--- config.mk ---
export PLATFORM = sky130hd
export DESIGN_NAME = imem_boot_loader_flat
export DESIGN_NICKNAME = d
export VERILOG_FILES = /design/src/rtl/boot_pkg.sv /design/src/rtl/imem_boot_loader_if.sv /design/src/rtl/boot_word_packer.sv /design/src/rtl/imem_boot_loader.sv /design/src/flat_wrapper.sv
export SDC_FILE = /design/constraint.sdc
export NUM_CORES = 1
export LEC_CHECK = 0
export CORE_UTILIZATION = 46
export CTS_BUF_LIST = sky130_fd_sc_hd__clkbuf_4
export CTS_CLUSTER_SIZE = 40
export DETAILED_ROUTE_END_ITERATION = 16
export GPL_TIMING_DRIVEN = 0
export HOLD_SLACK_MARGIN = 0.08
export PLACE_DENSITY = 0.68
export SYNTH_ARGS = -nofsm -noshare
export SYNTH_HDL_FRONTEND = slang
export SYNTH_SLANG_ARGS = --single-unit
--- constraint.sdc ---
create_clock -name clk -period 6.7 [get_ports clk]
set_clock_uncertainty 0.2 [all_clocks]
set_input_delay 1.005 -clock clk [delete_from_list [all_inputs] [get_ports clk]]
set_output_delay 1.005 -clock clk [all_outputs]
set_load 0.01 [all_outputs]
--- src/rtl/boot_pkg.sv ---
// Shared types and constants for the imem boot loader.
package boot_pkg;

  localparam int unsigned BOOT_LEN_BYTES = 2;
  localparam int unsigned BYTES_PER_WORD = 4;
  localparam int unsigned LEN_W          = 8 * BOOT_LEN_BYTES;
  localparam int unsigned WORD_W         = 8 * BYTES_PER_WORD;

  typedef enum logic [2:0] {
    LEN_HI,
    LEN_LO,
    DATA,
    CHK,
    DONE,
    ERROR
  } boot_state_e;

endpackage

--- src/rtl/imem_boot_loader_if.sv ---
// Boot byte stream (valid/ready) plus imem write port, grouped for the loader.
interface imem_boot_loader_if #(
  parameter int unsigned ADDR_W = 8
);

  logic              in_valid;
  logic [7:0]        in_data;
  logic              in_ready;
  logic              imem_we;
  logic [ADDR_W-1:0] imem_addr;
  logic [31:0]       imem_wdata;

  modport slave (
    input  in_valid,
    input  in_data,
    output in_ready,
    output imem_we,
    output imem_addr,
    output imem_wdata
  );

  modport master (
    output in_valid,
    output in_data,
    input  in_ready,
    input  imem_we,
    input  imem_addr,
    input  imem_wdata
  );

endinterface

--- src/rtl/boot_word_packer.sv ---
// Packs accepted bytes MSB-first into 32-bit words; flags the completing byte combinationally.
module boot_word_packer
  import boot_pkg::*;
(
  input  logic              clk,
  input  logic              reset,
  input  logic              byte_valid,
  input  logic [7:0]        byte_data,
  output logic              word_valid_c,
  output logic [WORD_W-1:0] word_c
);

  localparam int unsigned CNT_W   = 2;
  localparam int unsigned SHIFT_W = WORD_W - 8;

  logic [CNT_W-1:0]   cnt;
  logic [SHIFT_W-1:0] shift;

  assign word_valid_c = byte_valid && (cnt == CNT_W'(BYTES_PER_WORD - 1));
  assign word_c       = {shift, byte_data};

  // Counter wraps naturally after the fourth byte of each word
  always_ff @(posedge clk) begin
    if (reset) begin
      cnt   <= '0;
      shift <= '0;
    end else if (byte_valid) begin
      cnt   <= cnt + CNT_W'(1);
      shift <= {shift[SHIFT_W-9:0], byte_data};
    end
  end

endmodule

--- src/rtl/imem_boot_loader.sv ---
// Boot loader: parses a length-prefixed byte image into imem and holds the core in reset until done.
// Optional trailing XOR checksum byte enabled by BOOT_CHECKSUM_EN.
module imem_boot_loader
  import boot_pkg::*;
#(
  parameter int unsigned ADDR_W = 8,
  parameter int unsigned DEPTH  = 256
) (
  input  logic                clk,
  input  logic                reset,
  imem_boot_loader_if.slave   bus,
  output logic                core_reset,
  output logic                done,
  output logic                error
);

  boot_state_e       state, state_d;
  logic [LEN_W-1:0]  len, len_d;
  logic [LEN_W-1:0]  widx, widx_d;
  logic [LEN_W-1:0]  full_len;
  logic              we, we_d;
  logic [ADDR_W-1:0] addr, addr_d;
  logic [31:0]       wdata, wdata_d;
  logic              core_reset_d, done_d, error_d;
  logic              xfer;
  logic              word_valid_c;
  logic [WORD_W-1:0] word_c;
`ifdef BOOT_CHECKSUM_EN
  logic [7:0]        csum, csum_d;
`endif

  assign bus.in_ready   = (state == LEN_HI) || (state == LEN_LO) ||
                          (state == DATA)   || (state == CHK);
  assign xfer           = bus.in_valid && bus.in_ready;
  assign full_len       = {len[LEN_W-1 -: 8], bus.in_data};
  assign bus.imem_we    = we;
  assign bus.imem_addr  = addr;
  assign bus.imem_wdata = wdata;

  boot_word_packer u_packer (
    .clk          (clk),
    .reset        (reset),
    .byte_valid   (xfer && (state == DATA)),
    .byte_data    (bus.in_data),
    .word_valid_c (word_valid_c),
    .word_c       (word_c)
  );

  always_ff @(posedge clk) begin
    if (reset) begin
      state      <= LEN_HI;
      len        <= '0;
      widx       <= '0;
      we         <= 1'b0;
      addr       <= '0;
      wdata      <= '0;
      core_reset <= 1'b1;
      done       <= 1'b0;
      error      <= 1'b0;
`ifdef BOOT_CHECKSUM_EN
      csum       <= '0;
`endif
    end else begin
      state      <= state_d;
      len        <= len_d;
      widx       <= widx_d;
      we         <= we_d;
      addr       <= addr_d;
      wdata      <= wdata_d;
      core_reset <= core_reset_d;
      done       <= done_d;
      error      <= error_d;
`ifdef BOOT_CHECKSUM_EN
      csum       <= csum_d;
`endif
    end
  end

  // Next-state and registered-output logic
  always_comb begin
    state_d      = state;
    len_d        = len;
    widx_d       = widx;
    we_d         = 1'b0;
    addr_d       = addr;
    wdata_d      = wdata;
    done_d       = done;
    error_d      = error;
    // core is released one cycle after done becomes visible
    core_reset_d = core_reset && !done;
`ifdef BOOT_CHECKSUM_EN
    csum_d       = csum;
`endif

    case (state)
      LEN_HI: begin
        if (xfer) begin
          len_d[LEN_W-1 -: 8] = bus.in_data;
          state_d             = LEN_LO;
        end
      end
      LEN_LO: begin
        if (xfer) begin
          len_d = full_len;
          if (full_len == '0) begin
`ifdef BOOT_CHECKSUM_EN
            state_d = CHK;
`else
            state_d = DONE;
            done_d  = 1'b1;
`endif
          end else if (32'(full_len) > DEPTH) begin
            state_d = ERROR;
            error_d = 1'b1;
          end else begin
            state_d = DATA;
          end
        end
      end
      DATA: begin
        if (xfer) begin
`ifdef BOOT_CHECKSUM_EN
          csum_d = csum ^ bus.in_data;
`endif
          if (word_valid_c) begin
            we_d    = 1'b1;
            addr_d  = ADDR_W'(widx);
            wdata_d = word_c;
            widx_d  = widx + LEN_W'(1);
            if ((widx + LEN_W'(1)) == len) begin
`ifdef BOOT_CHECKSUM_EN
              state_d = CHK;
`else
              state_d = DONE;
              done_d  = 1'b1;
`endif
            end
          end
        end
      end
`ifdef BOOT_CHECKSUM_EN
      CHK: begin
        if (xfer) begin
          if (bus.in_data == csum) begin
            state_d = DONE;
            done_d  = 1'b1;
          end else begin
            state_d = ERROR;
            error_d = 1'b1;
          end
        end
      end
`endif
      DONE:    state_d = DONE;
      ERROR:   state_d = ERROR;
      default: state_d = ERROR;
    endcase
  end

endmodule
--- src/flat_wrapper.sv ---
// flat-port wrapper written by rule: the top's interface ports become plain ports
module imem_boot_loader_flat import boot_pkg::*;
#(
  parameter int unsigned ADDR_W = 8,
  parameter int unsigned DEPTH  = 256
)
  (clk, reset, core_reset, done, error, bus_in_valid, bus_in_data, bus_in_ready, bus_imem_we, bus_imem_addr, bus_imem_wdata);
  imem_boot_loader_if #(.ADDR_W(ADDR_W)) bus_i ();
  input  logic clk;
  input  logic reset;
  output logic core_reset;
  output logic done;
  output logic error;
  input wire logic [$bits(bus_i.in_valid)-1:0] bus_in_valid;
  input wire logic [$bits(bus_i.in_data)-1:0] bus_in_data;
  output wire logic [$bits(bus_i.in_ready)-1:0] bus_in_ready;
  output wire logic [$bits(bus_i.imem_we)-1:0] bus_imem_we;
  output wire logic [$bits(bus_i.imem_addr)-1:0] bus_imem_addr;
  output wire logic [$bits(bus_i.imem_wdata)-1:0] bus_imem_wdata;
  assign bus_i.in_valid = bus_in_valid;
  assign bus_i.in_data = bus_in_data;
  assign bus_in_ready = bus_i.in_ready;
  assign bus_imem_we = bus_i.imem_we;
  assign bus_imem_addr = bus_i.imem_addr;
  assign bus_imem_wdata = bus_i.imem_wdata;
  imem_boot_loader #(.ADDR_W(ADDR_W), .DEPTH(DEPTH)) u_core (.clk(clk), .reset(reset), .bus(bus_i), .core_reset(core_reset), .done(done), .error(error));
endmodule
==> metrics.csv, run 1 <==
metric,value,unit
final setup TNS,0,ns
Routed WL,10810,µm
Crit. End Element,flip-flop,
Leak Pwr,0.001707,µW
status,"finished, final reports clean",
RSZ-0062 raised after global routing,false,
"Top FF cell, synth",dfxtp_1,
total congestion overflow,0,
wire length of the first global-routing pass,17950,µm
DRC,0,
min cycle time layout,3.696,ns
CP Launch Type,primary input,
Final setup viols,0,
"Hold Vio Cnt, Final",0,
Total GRT Usage,22.85,%
min-delay src,u_core.bus.imem_addr[3],
"Slowest-stage cell, CP",nor4bb_1,
most instantiated library cell after synthesis,nand2_1,
PostCTS Resize Cnt,0,
row count,35,
VDD IR max,0.1191,mV
antenna violations before repair,0,
# nets final,636,
reg-to-reg setup timing slack,3.51,ns
fmax,270.5,MHz
Synth Net Count,571,
final worst setup slack,3.004,ns
RePlAce Congestion,0.8747,
final worst path period share,55.17,%
CP max stage delay,0.59,ns
Initial Util,47.51,%
reg-to-reg endpoint,u_core.state[2],
Die Footprint,0.009984,mm²
dpl ws,2.475,ns
CTS H-Tree Depth,3,
worst-path fanout max,4,
Post-CTS Setup Repair Bufs,0,
CTS sink cnt,105,
Cells after Synth,558,
post-synth cell types,55,
Total Power,1083,µW
TritonCTS clock tree,built,
hold path endpoint,u_core.bus.imem_addr[3],
Worst EP required,6.88,ns
core area,0.009284,mm²
Slew headroom,51.45,%
CP Class,in2reg,
share of cells above drive strength 1,6.051,%
"Cell Area, Synth",0.004410,mm²
Post-synth ARST share,0,%
CTS root buffer,clkbuf_4,
die extent in y,99.92,µm
PwrDens,205.4,mW/mm²
Area Growth Syn to Fin,19.57,%
Yosys reg bits,105,
# port buffers,54,
# diodes,0,
Max Buffers Root-to-Sink,2,
DRT iter0 DRCs,176,
Routed Antenna Nets,0,
Max Cap Viol,0,
pin count of the biggest net entering global routing,20,
Synth Area per Inst,7.904,µm²
critical-path cell list,"clkdlybuf4s50_1, nor4bb_1, nand4_1, a2111oi_0, o221ai_1, or4_4, a221oi_2",
largest cells by area after synthesis,"dfxtp_1, nand2_1, a21oi_1",
Hold Path Stages,2,
number of vias per cell,5.225,
# IOs,56,
sequential area share after synthesis,47.66,%
Post-CTS Hold Buffers,0,
DP Wirelength,8006,µm
most instantiated cells after synthesis,"nand2_1, dfxtp_1, a21oi_1",
CTS buffer count,9,
vias in the first global route,3680,
largest area contributor in the netlist,dfxtp_1,
clock-pin slew on the worst setup and hold paths,0.17,ns
drt wl/cell,14.28,µm
Critical Path AT,3.88,ns
reg2reg path depth,6,
area share of the largest cell type after synthesis,47.66,%
via count,3955,
Initial DRT Pass Iterations,4,
Hold Path Class,reg2reg,
"EDFF count, synth",0,
die span in x,99.92,µm
Synthesis Warnings,0,
count of pins over their slew limit,0,
later-pin clock latency in the skew report,0.45,ns
RR Startpoint,u_core.state[1],
worst-margin pin slew,0.7227,ns
[metrics by stage]
step	cell area, µm²	hold slack, ns	instances	utilization, %
global placement	5112	0.2431	741	55.07
floorplan	4410	0.2321	558	-
global route	5274	0.2816	757	56.81
detailed placement	5112	0.2452	741	55.07
finish	5274	0.2637	757	56.81
CTS	5274	0.2655	757	56.81
[logic make-up (layout without fill, tap and decap cells)]
kind of cell    Yosys count  count (layout)  share of synthesized area [%]
mux                       1               1                         0.2270
xor+xnor                 32              32                          6.354
flops                   105             105                          47.66
compound gates          115             115                          14.61
simple gates            261             261                          26.13
buf+inv                  42             112                          4.454
fa+ha+maj                 2               2                         0.5673
[metal layers]
| layer | global-route usage [%] | part of all wire (%) | wire (µm) |
|---|---|---|---|
| met5 | 0 | 0 | 0 |
| met4 | 6.787 | 1.4 | 152 |
| met3 | 3.482 | 5.3 | 578 |
| met2 | 36.55 | 45 | 4818 |
| met1 | 31.93 | 49 | 5261 |
[critical path, delay by kind of cell]
family / cells / cell delay, ns
AO/OA/AOI/OAI: 3 / 1.03
AND/OR/NAND/NOR: 3 / 1.32
buffers and inverters: 1 / 0.52
[power breakdown]
| part | total, µW | switching (µW) | internal (µW) |
|---|---|---|---|
| clock | 349 | 221 | 128 |
| combinational | 89.4 | 55.2 | 34.2 |
| sequential | 645 | 9.44 | 636 |
[sequential cells by signal, summed over array words and instances, names as in the netlist, 2 cells and up]
register,flops
u_core.widx,16
u_core.bus.imem_wdata,32
u_core.len,16
u_core.u_packer.cnt,2
u_core.state,3
u_core.u_packer.shift,24
u_core.bus.imem_addr,8
[layout by cell type (no fill, tap or decap), types with 6 or more instances in the layout]
cell type	n
nand2_1	179
xnor2_1	22
nand4_1	6
nand3_1	8
o21ai_0	7
a21oi_1	90
clkdlybuf4s50_1	54
nor2_1	29
dfxtp_1	105
clkbuf_1	22
clkbuf_4	10
xor2_1	10
[cell type report]
type	instances	area, µm²
well taps	129	161.4
multi-input cells	411	2112
plain buffers	37	177.7
fillers	927	4010
repair buffers	54	540.5
flip-flops and latches	105	2102
clock buffers	10	75.07
clock inverters	6	86.33
inverters	5	18.77
[worst max path at each step]
stage	to	from
3_3_place_gp	u_core.state[1]	bus_in_valid
5_1_grt	u_core.state[2]	bus_in_valid
6_report	u_core.state[2]	bus_in_valid
4_1_cts	u_core.state[2]	bus_in_valid
3_5_place_dp	u_core.state[1]	bus_in_valid
2_1_floorplan	u_core.state[1]	bus_in_valid
(Power assumes the default switching activity.)
==> run 2, diff against run 1 <==
- PLACE_DENSITY: 0.68 -> 0.71
- clock period: 6.7 -> 2.95 ns (I/O delays scaled with it)
==> run 2 against run 1 <==
Net effect: largest cell class unchanged; setup slack worse by 2.9 ns; clock-buffer cell count is 1 lower; combinational power is 130% higher.
==> metrics.csv, run 2 (same netlist as run 1, synthesis figures left out) <==
metric,value,unit,change
status,"finished, final reports clean",,
Pint,1719,µW,+120%
Clk pwr share,30.1,%,-2.1 points
Reg power frac,61.3,%,+1.8 points
P_sw,672.6,µW,+140%
# port buffers,54,,unchanged
critical-path cell list,"ha_2, nand3_4, or3_1, a2111oi_4, o221ai_2, or4_4, a31o_2",,
DP Wirelength,7763,µm,-3.0%
CP Class,reg2reg,,
"Hold Vio Cnt, Final",0,,unchanged
Area Growth Syn to Fin,20.11,%,
vias in the first global route,3589,,-2.5%
Total GRT Usage,22.47,%,-0.38 points
worst-path fanout max,10,,+6
via count,3873,,-2.1%
DRT iter0 DRCs,161,,-8.5%
die span in x,99.92,µm,unchanged
CTS sink cnt,105,,unchanged
Initial Util,47.51,%,unchanged
dpl ws,-0.6665,ns,-3.141 ns
RePlAce Congestion,0.9133,,+4.4%
Post-CTS Hold Buffers,0,,unchanged
Die Footprint,0.009984,mm²,unchanged
Largest register FFs,32,,unchanged
Hold Path Stages,3,,+1
Slew headroom,44.18,%,-7.3 points
Worst EP required,3.15,ns,-3.73 ns
Multi-input gate area,0.002155,mm²,+2.0%
Critical Path AT,3.07,ns,-0.81 ns
fillcell total,919,,-0.86%
antenna violations before repair,0,,unchanged
number of vias per cell,5.116,,-2.1%
# nets final,636,,unchanged
wire length of the first global-routing pass,17630,µm,-1.8%
PwrDens,451.5,mW/mm²,+120%
VDD IR max,0.2298,mV,+93%
fin area,0.005298,mm²,+0.45%
Max Buffers Root-to-Sink,2,,unchanged
clock-pin slew on the worst setup and hold paths,0.17,ns,about the same
Switching Share,28.12,%,+1.8 points
TritonCTS clock tree,built,,
Routed Antenna Nets,0,,unchanged
share of cells above drive strength 1,7.006,%,+0.96 points
core area,0.009284,mm²,unchanged
Leak Pwr,0.001702,µW,-0.32%
final worst setup slack,0.07499,ns,-2.929 ns
CTS buffer count,9,,unchanged
hold slack,0.1289,ns,-0.1348 ns
RSZ-0062 raised after global routing,true,,
# IOs,56,,unchanged
row count,35,,unchanged
CP max stage delay,0.55,ns,-0.04 ns
Total Power,2392,µW,+120%
min cycle time layout,2.875,ns,
total congestion overflow,0,,unchanged
DRC,0,,unchanged
Storage cell area,0.002106,mm²,+0.18%
Max Cap Viol,0,,unchanged
CTS root buffer,clkbuf_4,,
reg-to-reg setup timing slack,0.07,ns,-3.44 ns
Crit. End Element,flip-flop,,
die extent in y,99.92,µm,unchanged
Final Util,57.06,%,+0.26 points
"Slowest-stage cell, CP",or4_4,,
fmax,347.8,MHz,
pin count of the biggest net entering global routing,21,,+5.0%
Routed WL,10680,µm,-1.2%
worst-margin pin slew,0.8309,ns,+0.1082 ns
count of pins over their slew limit,0,,unchanged
final worst path period share,97.46,%,
later-pin clock latency in the skew report,0.47,ns,+0.02 ns
Logic pwr share,8.6,%,+0.3 points
Initial DRT Pass Iterations,4,,unchanged
placed inst area,0.005112,mm²,unchanged
CP Launch Type,flip-flop,,
CTS H-Tree Depth,3,,unchanged
most frequent cells in the layout,"nand2_1, dfxtp_1, a21oi_1",,
Hold Path Class,in2reg,,
# diodes,0,,unchanged
reg2reg path depth,7,,+1
"most common cell after layout, fill and taps aside",nand2_1,,
Final setup viols,0,,unchanged
drt wl/cell,14.11,µm,-1.2%
## run 2: cell count changes in the layout (fill, tap and decap cells not counted), sizes merged
cell and change:
bufinv -1, clkinv +1, clkbuf -1, inv +1
## run 2: worst paths after layout
check	to	from
hold / removal	u_core.state[0]	reset
setup reg to reg	u_core.state[1]	u_core.widx[1]
setup / recovery	u_core.state[1]	u_core.widx[1]
hold reg to reg	u_core.bus.imem_wdata[27]	u_core.bus.imem_wdata[27]
## run 2: through the flow
step                std cells   TNS [ns]
floorplan                 558          0
global placement          741     -15.58
detailed placement        741     -18.30
CTS                       757          0
global route              757  -0.003172
finish                    757          0
## run 2: power by group through the flow
stage          combinational, µW  sequential (µW)  clock, µW
3_5_place_dp                 199             1500          0
2_1_floorplan                135             1490          0
6_report                     206             1470        719
3_3_place_gp                 196             1490          0
4_1_cts                      203             1470        730
5_1_grt                      227             1470        786
## run 2: final cells by class
class / instances / area share, %
multi-input cells: 411 / 40.67
flip-flops and latches: 105 / 39.75
repair buffers: 54 / 10.20
plain buffers: 37 / 3.377
well taps: 129 / 3.047
clock inverters: 7 / 1.323
clock buffers: 9 / 1.275
inverters: 5 / 0.3543
## run 2: repair_timing
action / in CTS / in global routing
setup buffers: 0 / 0
resized for setup: 5 / 6
setup endpoints to repair: 6 / 19
## run 2: critical path, delay by kind of cell, from the launching register on
kind,cells,cell delay (ns)
flops,1,0.41
fa+ha+maj,1,0.24
simple gates,3,1.14
compound gates,3,0.80
## run 2: routing by layer
layer,track usage [%],vias to the layer above,routed length (µm)
met4,8.597,0,135
li1,-,2001,-
met5,0,-,0
met1,31.40,1775,5219
met2,34.59,85,4834
met3,3.969,12,492
==> run 3, diff against run 2 <==
- DONT_BUFFER_PORTS: default -> 1
- PLACE_DENSITY: 0.71 -> default
==> run 3 against run 2 <==
Net effect: non-clock buffer count down 46; sequential share of layout area up 3.7 points; clock power up 5.8%; final cell count down 6.1%; total power up 1.2%; hold slack worse by 0.0029 ns; flip-flop and latch count unchanged; via count down 2.9%; setup slack better by 0.038 ns; critical path type unchanged.
==> metrics.csv, run 3 (same netlist as run 1, synthesis figures left out) <==
metric,value,unit,change
status,"finished, final reports clean",,
share of cells above drive strength 1,7.732,%,+0.73 points
CP Launch Type,flip-flop,,
Pint,1723,µW,+0.20%
Multi-input gate area,0.002160,mm²,+0.23%
worst-margin pin slew,0.7570,ns,-0.07381 ns
"Hold Vio Cnt, Final",0,,unchanged
DRT iter0 DRCs,140,,-13%
Largest register FFs,32,,unchanged
reg2reg path depth,7,,unchanged
die span in x,99.92,µm,unchanged
Leak Pwr,0.001549,µW,-9.0%
Die Footprint,0.009984,mm²,unchanged
Final setup viols,0,,unchanged
core area,0.009284,mm²,unchanged
via count,3762,,-2.9%
Crit. End Element,flip-flop,,
clock-pin slew on the worst setup and hold paths,0.18,ns,about the same
Finished Layout Cells,711,,-6.1%
CTS root buffer,clkbuf_4,,
min-delay src,reset,,
most frequent cells in the layout,"nand2_1, dfxtp_1, a21oi_1",,
Switching Share,28.84,%,+0.73 points
Post-CTS Setup Repair Bufs,0,,unchanged
CTS sink cnt,105,,unchanged
RSZ-0062 raised after global routing,false,,
Total GRT Usage,23.12,%,+0.66 points
Slew headroom,49.14,%,+5.0 points
"most common cell after layout, fill and taps aside",nand2_1,,
drt wl/cell,15.11,µm,+7.1%
Routed WL,10740,µm,+0.58%
critical-path cell list,"ha_2, nand3_4, or3_2, nor4_1, o22ai_1, or4_4, a31o_2",,
antenna violations before repair,0,,unchanged
Clk pwr share,31.4,%,+1.3 points
total congestion overflow,0,,unchanged
Max Buffers Root-to-Sink,2,,unchanged
row count,35,,unchanged
min cycle time layout,2.837,ns,-0.03788 ns
Storage cell area,0.002106,mm²,unchanged
number of vias per cell,5.291,,+3.4%
CTS buffer count,9,,unchanged
TritonCTS clock tree,built,,
RR Startpoint,u_core.widx[1],,
# port buffers,0,,-100%
count of pins over their slew limit,0,,unchanged
P_sw,698.4,µW,+3.8%
CP endpoint,u_core.state[1],,
Initial DRT Pass Iterations,5,,+1
fmax,352.5,MHz,+1.3%
PwrDens,499.1,mW/mm²,+11%
vias in the first global route,3629,,+1.1%
Routed Antenna Nets,0,,unchanged
CTS H-Tree Depth,3,,unchanged
Inst Count DP,687,,-7.3%
wire length of the first global-routing pass,18210,µm,+3.3%
# nets final,590,,-7.2%
Total Power,2421,µW,+1.2%
DRC,0,,unchanged
pin count of the biggest net entering global routing,22,,+4.8%
Initial Util,47.51,%,unchanged
Crit. Startpoint,u_core.widx[1],,
Reg power frac,60.6,%,-0.7 points
die extent in y,99.92,µm,unchanged
CP Class,reg2reg,,
CP max stage delay,0.58,ns,+0.03 ns
VDD IR max,0.2670,mV,+16%
Max Cap Viol,0,,unchanged
# diodes,0,,unchanged
Logic pwr share,8.0,%,-0.6 points
Hold Path Class,in2reg,,
Area Growth Syn to Fin,9.986,%,
DP Wirelength,7723,µm,-0.51%
RePlAce Congestion,0.8585,,-6.0%
worst-path fanout max,10,,unchanged
Critical Path AT,3.03,ns,-0.04 ns
"Slowest-stage cell, CP",or4_4,,
Worst EP required,3.15,ns,about the same
reg-to-reg setup timing slack,0.11,ns,+0.04 ns
final worst path period share,96.17,%,-1.3 points
# IOs,56,,unchanged
reg-to-reg endpoint,u_core.state[1],,
later-pin clock latency in the skew report,0.48,ns,about the same
fillcell total,924,,+0.54%
==> run 3: cell types whose count changed in the layout (fill, tap and decap cells not counted) <==
cell,previous run,this run
dlygate4sd3_1,0,8
or3_1,5,4
inv_12,0,1
or3_4,0,1
clkinv_4,2,1
clkdlybuf4s50_1,54,0
inv_8,2,1
clkinv_2,1,0
inv_6,1,3
==> run 3: final cells by class <==
cell class | count | share of cell area (%)
buffer | 37 | 3.688
timing repair buffer | 8 | 1.651
tap | 129 | 3.327
sequential | 105 | 43.41
multi-input combinational | 411 | 44.52
clock inverter | 7 | 1.625
inverter | 5 | 0.3869
clock buffer | 9 | 1.393
==> run 3: worst min path at each step <==
| stage | endpoint | slack, ns | cells past startpoint |
|---|---|---|---|
| detailed placement | u_core.bus.imem_wdata[30] | 0.25 | 2 |
| floorplan | u_core.bus.imem_wdata[24] | 0.23 | 2 |
| global placement | u_core.bus.imem_wdata[30] | 0.24 | 2 |
| CTS | u_core.len[15] | 0.11 | 4 |
| global route | u_core.state[0] | 0.13 | 3 |
| finish | u_core.state[2] | 0.13 | 3 |
==> run 3: layer usage <==
layer | global-route usage (%) | share of wire [%]
met1 | 31.53 | 48
met4 | 8.032 | 1.4
met5 | 0 | 0
met3 | 5.292 | 6.2
met2 | 35.97 | 44
==> run 3: power groups by stage <==
stage	clock [µW]	sequential, µW	combinational, µW
global route	833	1470	214
floorplan	0	1490	135
global placement	0	1500	169
CTS	781	1470	192
detailed placement	0	1500	172
finish	761	1470	193
==> run 3: critical path: cells and delay by family, from the launching register on <==
family,cells,cell delay [ns]
adder cells (fa/ha/maj),1,0.24
AND/OR/NAND/NOR,4,1.53
AO/OA/AOI/OAI,2,0.39
flip-flops,1,0.41
==> run 3: stage by stage <==
step	hold WS [ns]	util, %	setup slack [ns]	setup TNS [ns]	cell area (µm²)
3_5_place_dp	0.2453	49.25	-0.4446	-5.115	4572
2_1_floorplan	0.2321	-	0.1682	0	4410
5_1_grt	0.1256	52.25	0.01839	0	4851
3_3_place_gp	0.2363	49.25	-0.3461	-3.258	4572
4_1_cts	0.1134	52.09	0.02923	0	4836
6_report	0.1260	52.25	0.1129	0	4851
==> run 3: timing repair <==
action / CTS / global route
endpoints found under the hold margin: 32 / 0
pin swaps: 0 / 1
resized for setup: 7 / 5
hold buffers: 8 / 0
endpoints found under the setup margin: 45 / 14
